File: src/rtl/truth_table_scanner_if.sv
// Signal bundle between a truth-table scanner and whoever supplies the
// expected mask, the start pulse and the response of the block under scan.
interface truth_table_scanner_if;
    logic        start;
    logic        dut_out;
    logic [15:0] expected;
    logic [3:0]  vec;
    logic        busy;
    logic        done;
    logic [15:0] table_out;
    logic        pass;
    logic [4:0]  mismatch_count;
    logic [3:0]  first_fail;

    // Controller / stimulus side
    modport master (
        output start, dut_out, expected,
        input  vec, busy, done, table_out, pass, mismatch_count, first_fail
    );

    // Scanner side
    modport slave (
        input  start, dut_out, expected,
        output vec, busy, done, table_out, pass, mismatch_count, first_fail
    );
endinterface

File: src/rtl/truth_table_scanner.sv
// Walks a 4-input function block through all 16 input vectors, captures
// its (optionally registered) response and grades it against an expected
// truth table: pass flag, mismatch count and lowest failing minterm.
module truth_table_scanner #(
    parameter int unsigned LATENCY = 1
) (
    input  logic                  clk,
    input  logic                  clr_n,
    truth_table_scanner_if.slave  bus
);

    localparam int unsigned D  = LATENCY + 1;
    localparam int unsigned IW = 4 * D;

    typedef enum logic [1:0] {IDLE, DRIVE, DRAIN, DONE} state_t;

    state_t          state_q, state_d;
    logic   [3:0]    vec_q;
    logic   [15:0]   table_q;
    logic            pass_q;
    logic   [4:0]    mismatch_q;
    logic   [3:0]    first_fail_q;

    // Capture pipeline: valid bits and the vector index each response belongs to,
    // newest entry in the low slot, oldest (about to be captured) in the top slot.
    logic   [D-1:0]  pipe_v;
    logic   [IW-1:0] pipe_idx;

    logic            load_v;
    logic   [3:0]    load_idx;
    logic            start_scan;
    logic            cap_v;
    logic   [3:0]    cap_k;
    logic            cap_miss;
    logic   [4:0]    mm_next;
    logic            finish;

    assign cap_v    = pipe_v[D-1];
    assign cap_k    = pipe_idx[IW-1 -: 4];
    assign cap_miss = cap_v && (bus.dut_out != bus.expected[cap_k]);
    assign mm_next  = mismatch_q + 5'(cap_miss);
    assign finish   = (state_q == DRAIN) && cap_v && (cap_k == 4'd15);

    // State register
    always_ff @(posedge clk or negedge clr_n) begin
        if (!clr_n) state_q <= IDLE;
        else        state_q <= state_d;
    end

    // Next-state and vector issue control
    always_comb begin
        state_d    = state_q;
        load_v     = 1'b0;
        load_idx   = 4'd0;
        start_scan = 1'b0;
        unique case (state_q)
            IDLE, DONE: begin
                if (bus.start) begin
                    state_d    = DRIVE;
                    load_v     = 1'b1;
                    start_scan = 1'b1;
                end
            end
            DRIVE: begin
                load_v   = 1'b1;
                load_idx = vec_q + 4'd1;
                if (vec_q == 4'd14) state_d = DRAIN;
            end
            DRAIN: begin
                if (finish) state_d = DONE;
            end
            default: state_d = IDLE;
        endcase
    end

    // Vector counter, capture pipeline and result accumulation
    always_ff @(posedge clk or negedge clr_n) begin
        if (!clr_n) begin
            pipe_v       <= '0;
            pipe_idx     <= '0;
            vec_q        <= '0;
            table_q      <= '0;
            pass_q       <= 1'b0;
            mismatch_q   <= '0;
            first_fail_q <= '0;
        end else begin
            pipe_v   <= (pipe_v << 1) | D'(load_v);
            pipe_idx <= (pipe_idx << 4) | IW'(load_idx);
            if (start_scan) begin
                vec_q        <= '0;
                table_q      <= '0;
                pass_q       <= 1'b0;
                mismatch_q   <= '0;
                first_fail_q <= '0;
            end else begin
                if (state_q == DRIVE) vec_q <= load_idx;
                if (cap_v) begin
                    table_q[cap_k] <= bus.dut_out;
                    mismatch_q     <= mm_next;
                    // A zero count before this capture means no earlier miss in this scan.
                    if (cap_miss && (mismatch_q == 5'd0)) first_fail_q <= cap_k;
                end
                if (finish) pass_q <= (mm_next == 5'd0);
            end
        end
    end

    assign bus.vec            = vec_q;
    assign bus.busy           = (state_q == DRIVE) || (state_q == DRAIN);
    assign bus.done           = (state_q == DONE);
    assign bus.table_out      = table_q;
    assign bus.pass           = pass_q;
    assign bus.mismatch_count = mismatch_q;
    assign bus.first_fail     = first_fail_q;

endmodule

File: src/flat_wrapper.sv
// flat-port wrapper written by rule: the top's interface ports become plain ports
module truth_table_scanner_flat 
#(
    parameter int unsigned LATENCY = 1
)
  (clk, clr_n, bus_start, bus_dut_out, bus_expected, bus_vec, bus_busy, bus_done, bus_table_out, bus_pass, bus_mismatch_count, bus_first_fail);
  truth_table_scanner_if bus_i ();
  input  logic clk;
  input  logic clr_n;
  input wire logic [$bits(bus_i.start)-1:0] bus_start;
  input wire logic [$bits(bus_i.dut_out)-1:0] bus_dut_out;
  input wire logic [$bits(bus_i.expected)-1:0] bus_expected;
  output wire logic [$bits(bus_i.vec)-1:0] bus_vec;
  output wire logic [$bits(bus_i.busy)-1:0] bus_busy;
  output wire logic [$bits(bus_i.done)-1:0] bus_done;
  output wire logic [$bits(bus_i.table_out)-1:0] bus_table_out;
  output wire logic [$bits(bus_i.pass)-1:0] bus_pass;
  output wire logic [$bits(bus_i.mismatch_count)-1:0] bus_mismatch_count;
  output wire logic [$bits(bus_i.first_fail)-1:0] bus_first_fail;
  assign bus_i.start = bus_start;
  assign bus_i.dut_out = bus_dut_out;
  assign bus_i.expected = bus_expected;
  assign bus_vec = bus_i.vec;
  assign bus_busy = bus_i.busy;
  assign bus_done = bus_i.done;
  assign bus_table_out = bus_i.table_out;
  assign bus_pass = bus_i.pass;
  assign bus_mismatch_count = bus_i.mismatch_count;
  assign bus_first_fail = bus_i.first_fail;
  truth_table_scanner #(.LATENCY(LATENCY)) u_core (.clk(clk), .clr_n(clr_n), .bus(bus_i));
endmodule
File: config.mk
export PLATFORM = sky130hd
export DESIGN_NAME = truth_table_scanner_flat
export DESIGN_NICKNAME = d
export VERILOG_FILES = /design/src/rtl/truth_table_scanner_if.sv /design/src/rtl/truth_table_scanner.sv /design/src/flat_wrapper.sv
export SDC_FILE = /design/constraint.sdc
export NUM_CORES = 1
export LEC_CHECK = 0
export CAP_MARGIN = 10
export CORE_AREA = 2 2 69 71
export CTS_CLUSTER_DIAMETER = 120
export CTS_CLUSTER_SIZE = 40
export DETAILED_ROUTE_END_ITERATION = 10
export DIE_AREA = 0 0 71 73
export PLACE_DENSITY = 0.79
export SLEW_MARGIN = 5
export SYNTH_ARGS = -nofsm -noshare
export SYNTH_HDL_FRONTEND = slang
export SYNTH_SLANG_ARGS = --single-unit
File: constraint.sdc
create_clock -name clk -period 4 [get_ports clk]
set_input_delay 1.2 -clock clk [delete_from_list [all_inputs] [get_ports clk]]
set_output_delay 1.2 -clock clk [all_outputs]
set_load 0.05 [all_outputs]
==> impl_metrics.ini <==
[global_routing]
grt_pass1_wl_um = 7620
antenna_found_initial = 0
grt_overflow_total = 0
grt_max_degree = 43
grt.total_usage = 0.188
grt_pass1_vias = 1664

[setup_path]
cp_top_family = multiplexers
critPathLaunchType = input pin
reg2reg_to = u_core.bus.pass$_DFFE_PN0P_
cp_num_buf_inv = 1
crit_type = input pin to flop
slowest_delay_ps = 500
required_ps = 4210
path_cells = clkdlybuf4s50_1 -> mux4_2 -> mux2i_4 -> mux2i_1 -> xor2_1 -> and2_1 -> ha_1 -> a211o_1 -> nand2_1 -> a31oi_1 -> or4_1 -> a21oi_1
r2r_start = u_core.pipe_idx[6]$_DFF_PN0_
cp-end-kind = flop
slowest_stage = mux4_2
rrSetupSlack_ps = 790
r2r_cells = 11
path_max_fanout = 4
critPathArrivalTime_ps = 3940

[clock_network]
insertion_delay_ps = 280
clock_path_buffers = 2
cts_buffers = 5
ctsHoldBuffers = 0
cts_tree = yes
cts_root_buf = clkbuf_8
clk_pin_slew_ps = 70
htreeDepth = 2
postCtsSetupRepairBufs = 0
clock_sinks = 42
cts_resized = 0

[place]
dp_hpwl_um = 3270
dpl.cell_count = 312
place_worst_setup_slack_ps = -15.4
gp_congestion = 0.800
port_buffers = 51

[worst_hold_path]
hold_class = flop to flop
hp-start = u_core.pipe_idx[0]$_DFF_PN0_
whs_path_depth = 0
hold-path-endpoint = u_core.pipe_idx[4]$_DFF_PN0_

[floorplan]
start_util = 0.477
die-area_mm2 = 0.00518
chipHeight_um = 73
die_w_um = 71
io_pins = 52
num_rows = 25
core_mm2 = 0.00454

[sta]
fin_crit_sh = 0.932
skew_ps = 4.91
min_period_ps = 3730
max_freq_mhz = 268
setup_tns_ps = 0
slew_headroom = 0.370
fin_ws_ps = 272
rsz0062_at_grt = false
hold_viol = 0
maxSlewViolCount = 0
worst_slew_pin_slew_ps = 945
setup_viol = 0

[power]
powerDensity_mw_per_mm2 = 588
peakVddDrop_mv = 0.689
p_total_mw = 1.64
p_leak_nw = 1.22

[finish]
antenna_cells = 0
drive_gt1_frac = 0.0644
final_nets = 293
seqCellArea_mm2 = 0.00105
final_core_util = 0.614
area_growth_pct = 28.7
final.fill_count = 372
multiInputGateArea_mm2 = 0.00104
finalNonFillerCells = 318

[yosys]
syn_nets = 244
netlist_area_mm2 = 0.00216
synth_top_family_by_area = simple AND/OR/NAND/NOR gates
synth_compound_area_frac = 0.0682
synth_async_sr_flop_share = 1.00
synth-simple-area-share = 0.203
synthFlopType = dfrtp_1
ys_ff_latch = 42
yosys_warnings = 0
synth-xor-area-share = 0.0364
synth.yosys.seq_area_share = 0.486
muxShareOfSynthArea = 0.126
synth_cells = 216
synth_edf_count = 0
yosys.cell_types.count = 33
syn_avg_cell_area_um2 = 10.0
synthAdderAreaFrac = 0.0462

[routing]
wl_per_cell_um = 14.4
drt_wl_total_um = 4590
drc = 0
ant_nets = 0
vias = 1697
firstDrtPassIters = 4
vias_per_cell = 5.34
drt_iter0_drc = 97

[run]
drv_cap = 0

[status]
status = finished clean
[final cells by class]
| class | count | area share |
|---|---|---|
| sequential | 42 | 0.377 |
| multi-input combinational | 157 | 0.373 |
| inverter | 5 | 0.00674 |
| timing repair buffer | 54 | 0.189 |
| tap | 54 | 0.0242 |
| clock buffer | 6 | 0.0296 |
[power breakdown]
group          switching, mW  internal (mW)  total [mW]
logic                  0.454          0.286       0.740
registers              0.125          0.508       0.633
clock network          0.132          0.133       0.265
total                  0.711          0.927        1.64
[routing by layer]
metal | vias up | global-route usage | routed length [um]
li1 | 837 | - | -
met1 | 822 | 0.232 | 2070
met2 | 36 | 0.332 | 2310
met3 | 2 | 0.0387 | 195
met4 | 0 | 0.0587 | 19
met5 | - | 0 | 0
[placed cells by master, fill, tap and decap left out, types with 7 or more instances in the layout]
| cell type | count |
|---|---|
| ha_1 | 8 |
| a21oi_1 | 13 |
| mux2i_1 | 16 |
| o21ai_0 | 9 |
| nor2_1 | 28 |
| nand2_1 | 26 |
| xor2_1 | 7 |
| dfrtp_1 | 42 |
| clkdlybuf4s50_1 | 50 |
[worst register-to-register path, delay by kind of cell (launching register included)]
| family | cells | cell delay [ps] |
|---|---|---|
| compound gates | 3 | 540 |
| xor+xnor | 1 | 150 |
| fa+ha+maj | 1 | 220 |
| flops | 1 | 700 |
| mux | 3 | 900 |
| simple gates | 3 | 630 |
[sequential cells by signal, indices dropped and copies added (netlist names)]
signal and cells:
u_core.bus.table_out 16, u_core.pipe_idx 8, u_core.bus.mismatch_count 5, u_core.bus.first_fail 4, u_core.bus.vec 4, u_core.pipe_v 2
u_core.state_q 2, u_core.bus.pass 1
[worst max-delay path by stage]
| stage | slack (ps) | start | to | depth (start not counted) |
|---|---|---|---|---|
| after floorplan | 520 | bus_expected[14] | u_core.bus.pass$_DFFE_PN0P_ | 11 |
| after global placement | 70 | bus_expected[13] | u_core.bus.pass$_DFFE_PN0P_ | 12 |
| after detailed placement | -20 | bus_expected[13] | u_core.bus.pass$_DFFE_PN0P_ | 12 |
| after CTS | 290 | bus_expected[13] | u_core.bus.pass$_DFFE_PN0P_ | 12 |
| after global routing | 120 | bus_expected[6] | u_core.bus.pass$_DFFE_PN0P_ | 12 |
| final | 270 | bus_expected[13] | u_core.bus.pass$_DFFE_PN0P_ | 12 |
[cells in the mapped netlist, types with 2 or more instances]
library cell | count | share of area
xor2_1 | 7 | 0.028
nand3_1 | 6 | 0.014
buf_2 | 3 | 0.0069
clkbuf_1 | 8 | 0.014
xnor2_1 | 2 | 0.0081
o21ai_1 | 3 | 0.0069
nand2_1 | 26 | 0.045
o21ai_0 | 9 | 0.021
a21oi_1 | 13 | 0.030
dfrtp_1 | 42 | 0.49
nor2_1 | 28 | 0.049
nor4_1 | 4 | 0.012
inv_1 | 5 | 0.0087
mux4_2 | 4 | 0.042
nand4_1 | 4 | 0.012
mux2i_1 | 16 | 0.074
ha_1 | 8 | 0.046
nor3_1 | 3 | 0.0069
nand2b_1 | 2 | 0.0058
nor2b_1 | 3 | 0.0087
and2_1 | 3 | 0.0087
nand3b_1 | 6 | 0.021
[metrics by stage]
| stage | area (um^2) | hold WS (ps) |
|---|---|---|
| 2_1_floorplan | 2160 | 331 |
| 3_3_place_gp | 2700 | 332 |
| 3_5_place_dp | 2700 | 336 |
| 4_1_cts | 2790 | 354 |
| 5_1_grt | 2790 | 362 |
| 6_report | 2790 | 349 |
[logic make-up (layout without fill, tap and decap cells)]
group / count (synthesis) / count (layout)
AOI/OAI and AO/OA: 28 / 28
xor gates and xnor gates: 9 / 9
adders and majority gates: 8 / 8
buffers and inverters: 17 / 65
DFF: 42 / 42
muxes: 21 / 21
and+or+nand+nor: 91 / 91
(Power assumes the default switching activity.)
